<file path="src/rtl/clock_pkg.sv">
// Shared constants and state type for the time-of-day up-counters and the countdown timer.
package clock_pkg;

    localparam int SEC_MAX  = 59;
    localparam int MIN_MAX  = 59;
    localparam int HOUR_MAX = 23;

    localparam int SEC_W  = 6;
    localparam int MIN_W  = 6;
    localparam int HOUR_W = 5;

    typedef enum logic [1:0] {
        IDLE,
        RUN,
        PAUSE,
        EXPIRED
    } state_e;

endpackage

</file>
<file path="src/rtl/countdown_timer_if.sv">
// Control/preset inputs and time/status outputs of the countdown timer.
interface countdown_timer_if;
    import clock_pkg::*;

    logic              tick;
    logic              load;
    logic [HOUR_W-1:0] load_hour;
    logic [MIN_W-1:0]  load_min;
    logic [SEC_W-1:0]  load_sec;
    logic              start;
    logic              stop;
    logic [HOUR_W-1:0] hour;
    logic [MIN_W-1:0]  min;
    logic [SEC_W-1:0]  sec;
    logic              running;
    logic              expired;
    logic              done;

    modport master (
        output tick, load, load_hour, load_min, load_sec, start, stop,
        input  hour, min, sec, running, expired, done
    );

    modport slave (
        input  tick, load, load_hour, load_min, load_sec, start, stop,
        output hour, min, sec, running, expired, done
    );

endinterface

</file>
<file path="src/rtl/down_counter_mod.sv">
// One field of the borrow chain: decrements on dec, wraps 0 -> MAX and flags the borrow.
module down_counter_mod #(
    parameter int W   = 6,
    parameter int MAX = 59
) (
    input  logic         clk,
    input  logic         rst,
    input  logic         load,
    input  logic [W-1:0] load_val,
    input  logic         dec,
    output logic [W-1:0] q,
    output logic         borrow_out
);

    logic [W-1:0] q_q;
    logic [W-1:0] q_d;

    always_comb begin
        q_d = q_q;
        if (load) begin
            q_d = load_val;
        end else if (dec) begin
            q_d = (q_q == '0) ? W'(MAX) : q_q - W'(1);
        end
    end

    always_ff @(posedge clk) begin
        if (rst) begin
            q_q <= '0;
        end else begin
            q_q <= q_d;
        end
    end

    assign q          = q_q;
    assign borrow_out = dec && (q_q == '0);

endmodule

</file>
<file path="src/rtl/countdown_timer.sv">
// hh:mm:ss countdown timer: control FSM, preset clamping, expiry detect and done pulse.
module countdown_timer
    import clock_pkg::*;
(
    input  logic               clk,
    input  logic               rst,
    countdown_timer_if.slave   bus
);

    state_e state_q, state_d;
    logic   running_q, expired_q, done_q, done_d;

    logic [HOUR_W-1:0] hour_q, load_hour_c;
    logic [MIN_W-1:0]  min_q, load_min_c;
    logic [SEC_W-1:0]  sec_q, load_sec_c;
    logic              sec_borrow, min_borrow, hour_borrow_unused;
    logic              tick_en, value_zero, zero_next;

    assign load_hour_c = (bus.load_hour > HOUR_W'(HOUR_MAX)) ? HOUR_W'(HOUR_MAX) : bus.load_hour;
    assign load_min_c  = (bus.load_min  > MIN_W'(MIN_MAX))   ? MIN_W'(MIN_MAX)   : bus.load_min;
    assign load_sec_c  = (bus.load_sec  > SEC_W'(SEC_MAX))   ? SEC_W'(SEC_MAX)   : bus.load_sec;

    // load and stop both pre-empt a tick; start has no effect in RUN, so it does not.
    assign tick_en    = (state_q == RUN) && bus.tick && !bus.load && !bus.stop;
    assign value_zero = (hour_q == '0) && (min_q == '0) && (sec_q == '0);
    assign zero_next  = tick_en && (hour_q == '0) && (min_q == '0) && (sec_q == SEC_W'(1));

    down_counter_mod #(.W(SEC_W), .MAX(SEC_MAX)) u_sec (
        .clk(clk), .rst(rst), .load(bus.load), .load_val(load_sec_c),
        .dec(tick_en), .q(sec_q), .borrow_out(sec_borrow)
    );

    down_counter_mod #(.W(MIN_W), .MAX(MIN_MAX)) u_min (
        .clk(clk), .rst(rst), .load(bus.load), .load_val(load_min_c),
        .dec(sec_borrow), .q(min_q), .borrow_out(min_borrow)
    );

    // RUN is left at zero, so the hour field never borrows.
    down_counter_mod #(.W(HOUR_W), .MAX(HOUR_MAX)) u_hour (
        .clk(clk), .rst(rst), .load(bus.load), .load_val(load_hour_c),
        .dec(min_borrow), .q(hour_q), .borrow_out(hour_borrow_unused)
    );

    always_comb begin
        state_d = state_q;
        done_d  = 1'b0;
        if (bus.load) begin
            state_d = IDLE;
        end else begin
            case (state_q)
                IDLE, PAUSE: begin
                    if (!bus.stop && bus.start && !value_zero) state_d = RUN;
                end
                RUN: begin
                    if (bus.stop) begin
                        state_d = PAUSE;
                    end else if (zero_next) begin
                        state_d = EXPIRED;
                        done_d  = 1'b1;
                    end
                end
                EXPIRED: begin
                    if (bus.stop) state_d = IDLE;
                end
                default: state_d = IDLE;
            endcase
        end
    end

    always_ff @(posedge clk) begin
        if (rst) begin
            state_q   <= IDLE;
            running_q <= 1'b0;
            expired_q <= 1'b0;
            done_q    <= 1'b0;
        end else begin
            state_q   <= state_d;
            running_q <= (state_d == RUN);
            expired_q <= (state_d == EXPIRED);
            done_q    <= done_d;
        end
    end

    assign bus.hour    = hour_q;
    assign bus.min     = min_q;
    assign bus.sec     = sec_q;
    assign bus.running = running_q;
    assign bus.expired = expired_q;
    assign bus.done    = done_q;

endmodule

</file>
<file path="src/flat_wrapper.sv">
// flat-port wrapper written by rule: the top's interface ports become plain ports
module countdown_timer_flat import clock_pkg::*;
  (clk, rst, bus_tick, bus_load, bus_load_hour, bus_load_min, bus_load_sec, bus_start, bus_stop, bus_hour, bus_min, bus_sec, bus_running, bus_expired, bus_done);
  countdown_timer_if bus_i ();
  input  logic clk;
  input  logic rst;
  input wire logic [$bits(bus_i.tick)-1:0] bus_tick;
  input wire logic [$bits(bus_i.load)-1:0] bus_load;
  input wire logic [$bits(bus_i.load_hour)-1:0] bus_load_hour;
  input wire logic [$bits(bus_i.load_min)-1:0] bus_load_min;
  input wire logic [$bits(bus_i.load_sec)-1:0] bus_load_sec;
  input wire logic [$bits(bus_i.start)-1:0] bus_start;
  input wire logic [$bits(bus_i.stop)-1:0] bus_stop;
  output wire logic [$bits(bus_i.hour)-1:0] bus_hour;
  output wire logic [$bits(bus_i.min)-1:0] bus_min;
  output wire logic [$bits(bus_i.sec)-1:0] bus_sec;
  output wire logic [$bits(bus_i.running)-1:0] bus_running;
  output wire logic [$bits(bus_i.expired)-1:0] bus_expired;
  output wire logic [$bits(bus_i.done)-1:0] bus_done;
  assign bus_i.tick = bus_tick;
  assign bus_i.load = bus_load;
  assign bus_i.load_hour = bus_load_hour;
  assign bus_i.load_min = bus_load_min;
  assign bus_i.load_sec = bus_load_sec;
  assign bus_i.start = bus_start;
  assign bus_i.stop = bus_stop;
  assign bus_hour = bus_i.hour;
  assign bus_min = bus_i.min;
  assign bus_sec = bus_i.sec;
  assign bus_running = bus_i.running;
  assign bus_expired = bus_i.expired;
  assign bus_done = bus_i.done;
  countdown_timer u_core (.clk(clk), .rst(rst), .bus(bus_i));
endmodule
</file>
<file path="config.mk">
export PLATFORM = sky130hd
export DESIGN_NAME = countdown_timer_flat
export DESIGN_NICKNAME = d
export VERILOG_FILES = /design/src/rtl/clock_pkg.sv /design/src/rtl/countdown_timer_if.sv /design/src/rtl/down_counter_mod.sv /design/src/rtl/countdown_timer.sv /design/src/flat_wrapper.sv
export SDC_FILE = /design/constraint.sdc
export NUM_CORES = 1
export LEC_CHECK = 0
export ABC_CLOCK_PERIOD_IN_PS = 4000
export CORE_UTILIZATION = 45
export CTS_CLUSTER_DIAMETER = 200
export CTS_CLUSTER_SIZE = 28
export DETAILED_ROUTE_END_ITERATION = 12
export HOLD_SLACK_MARGIN = 0.12
export PLACE_DENSITY = 0.85
export RECOVER_POWER = 25
export SYNTH_ARGS = -nofsm -noshare
export SYNTH_HDL_FRONTEND = slang
export SYNTH_SLANG_ARGS = --single-unit
export TNS_END_PERCENT = 10
</file>
<file path="constraint.sdc">
create_clock -name clk -period 4 [get_ports clk]
set_input_delay 0.6 -clock clk [delete_from_list [all_inputs] [get_ports clk]]
set_output_delay 0.6 -clock clk [all_outputs]
set_load 0.02 [all_outputs]
</file>
==> results.md <==
* H-tree depth at 1
* Status: finished, final reports clean
* Sequential area share after synthesis at 30.2%
* Die ar. at 3480 µm²
* Post-CTS Setup Bufs at 0
* Vias/cell at 5.81
* Max frequency at 388 MHz
* Final TNS setup at 0 ps
* Core Box Area at 3080 µm²
* Total track usage at 23.9%
* CTS tree: built
* Dominant cells by area after synthesis: dfxtp_1 (30%), nor2_1 (4.6%), ha_1 (4.3%), a21oi_1 (3.4%), inv_1 (3.1%)
* WL per Instance at 14.2 µm
* PwrDens at 275 nW/µm²
* Worst endpoint required time at 4240 ps
* Die Ht at 59.0 µm
* Count of cell types in the netlist at 55
* Commonest non-fill, non-tap cells in the layout: clkdlybuf4s50_1 (36), dfxtp_1 (22), nor2_1 (18)
* Clk Latency, worst-skew pair at 300 ps
* Place WS at 1420 ps
* DRC at 0
* Period utilization at 64.4%
* Max-cap violations at 0
* CP max FO at 7
* Post-Syn Nets at 210
* CTS root buffer: clkbuf_4
* Area growth from synthesis to layout at 32.6%
* Crit path DAT at 2810 ps
* P_leak at 0.703 nW
* Number of flops mapped to enable cells by yosys at 0
* Length of the first detailed-routing pass in iterations at 4
* Initial Utilization at 47.4%
* # clock sinks at 22
* DP HPWL at 2.79 mm
* Vias in the first global route at 1422
* Clock skew at 1.68 ps
* Initial antenna violation count at 0
* Final WS setup at 1420 ps
* Primary FF master, synth: dfxtp_1
* Setup violations, final at 0
* Hold_buf cts at 0
* Die width at 59.0 µm
* Slew HR at 46.2%
* RSZ-0062 raised after global routing: false
* Top-area cell type share of the netlist area at 30.2%
* Setup CP Type: input pin to flop
* Global-route wire length before repair at 6.40 mm
* Clock-pin slew on the worst setup and hold paths at 130 ps
* Fin nets at 251
* Clock Path Buffers at 2
* Rows at 20
* Clock buffer count from CTS at 3
* CP endpoint kind: flop
* Via Count at 1545
* Worst slew pin tran at 800 ps
* RD Place Congestion at 0.863
* Final Hold Viols at 0
* Total Routed Length at 3.78 mm
* Crit path time final at 2580 ps
* Filler Cells Inserted at 279
* CP startpoint kind: input pin
* Post-DRT Antenna Nets at 0
* Seq cells post-synth at 22
* Avg Cell Area, Syn at 8.02 µm²
* Maximum vdd drop at 0.152 mV
* I/O pins at 43
* YS warnings at 0
* Buffers on Ports at 42
* Mapped cell area at 1460 µm²
* Largest net degree at the start of global routing at 36
* Number of DRC markers in iteration 0 at 85
* Worst Hold Class: flop to flop
* Final Max Tran Viols at 0
* Post-Syn Instances at 182
* Commonest non-fill, non-tap cell in the layout: clkdlybuf4s50_1
* Post-cts sizing count at 0
* Number of antenna diodes at 0
* Post-synthesis async set-or-reset flop share at 0%
* Share of cells above drive strength 1 at 5.86%
* Remaining global-route overflow at 0
* Yosys top cell by area: dfxtp_1
## where the power goes
group          switching (W)  internal [W]
clock              0.0000700     0.0000555
combinational      0.0000813     0.0000763
sequential         0.0000186      0.000232
total               0.000170      0.000364
## cell usage after synthesis (2+ instances only)
master	number
and3_1	3
o21ai_0	3
nor2_1	18
a31oi_1	4
nand2b_1	3
o22ai_1	3
clkbuf_1	3
or4_1	2
nand3_1	7
a21oi_1	10
nand4b_1	4
nand3b_1	3
o2111ai_1	2
nand4_1	7
o211ai_1	5
o21a_1	3
buf_2	3
dfxtp_1	22
nor3_1	6
o311ai_0	2
ha_1	5
nor2b_1	3
a211oi_1	3
inv_1	12
buf_1	2
o31ai_1	2
nand2_1	11
nor3b_1	3
nor4_1	2
## worst paths after layout
kind | start | end | slack, ps | depth (start not counted)
max | bus_stop | u_core.u_min.q[2] | 1420 | 5
min | u_core.u_sec.q[1] | u_core.u_sec.q[1] | 510 | 2
max reg2reg | u_core.u_min.q[0] | u_core.u_hour.q[3] | 1690 | 6
min reg2reg | u_core.u_sec.q[1] | u_core.u_sec.q[1] | 510 | 2
## sequential cells by signal, summed over array words and instances, names as in the netlist
signal and flops:
u_core.state_q 2, u_core.u_sec.q 6, u_core.u_hour.q 5, u_core.u_min.q 6
u_core.bus.expired 1, u_core.bus.running 1, u_core.bus.done 1
## cell type report
type,count,area [µm²],area share [%]
tap,44,55.1,2.84
clock buffer,4,36.3,1.87
multi-input combinational,140,925,47.7
inverter,12,45.0,2.33
timing repair buffer,44,435,22.5
sequential,22,440,22.7
## layer usage
metal | global-route usage, % | wire, µm
met1 | 33.4 | 1800
met2 | 37.7 | 1730
met3 | 3.30 | 230
met4 | 8.16 | 26
met5 | 0 | 0
## per-stage QoR
stage                     power (W)  area [µm²]  util, %  std cells  hold WS [ps]
after floorplan            0.000344        1460        -        182           535
after global placement     0.000412        1920     62.3        262           487
after detailed placement   0.000414        1920     62.3        262           495
after CTS                  0.000537        1950     63.5        266           519
after global routing       0.000565        1940     62.9        266           548
final                      0.000533        1940     62.9        266           514
## critical path: stages
cell and delay, ps:
dlygate4sd3_1 600, nand4bb_1 410, nor3_1 720, o311ai_0 270, o211ai_1 210
## kinds of logic (layout without fill, tap and decap cells)
kind of cell	count (synthesis)	in the layout	share of synthesized area [%]
DFF	22	22	30.2
muxes	1	1	0.686
and+or+nand+nor	84	84	34.6
adders and majority gates	5	5	4.28
AOI/OAI and AO/OA	48	48	23.7
buffers and inverters	20	60	5.40
xor gates and xnor gates	2	2	1.20
Power figures use the tool's default switching activity.
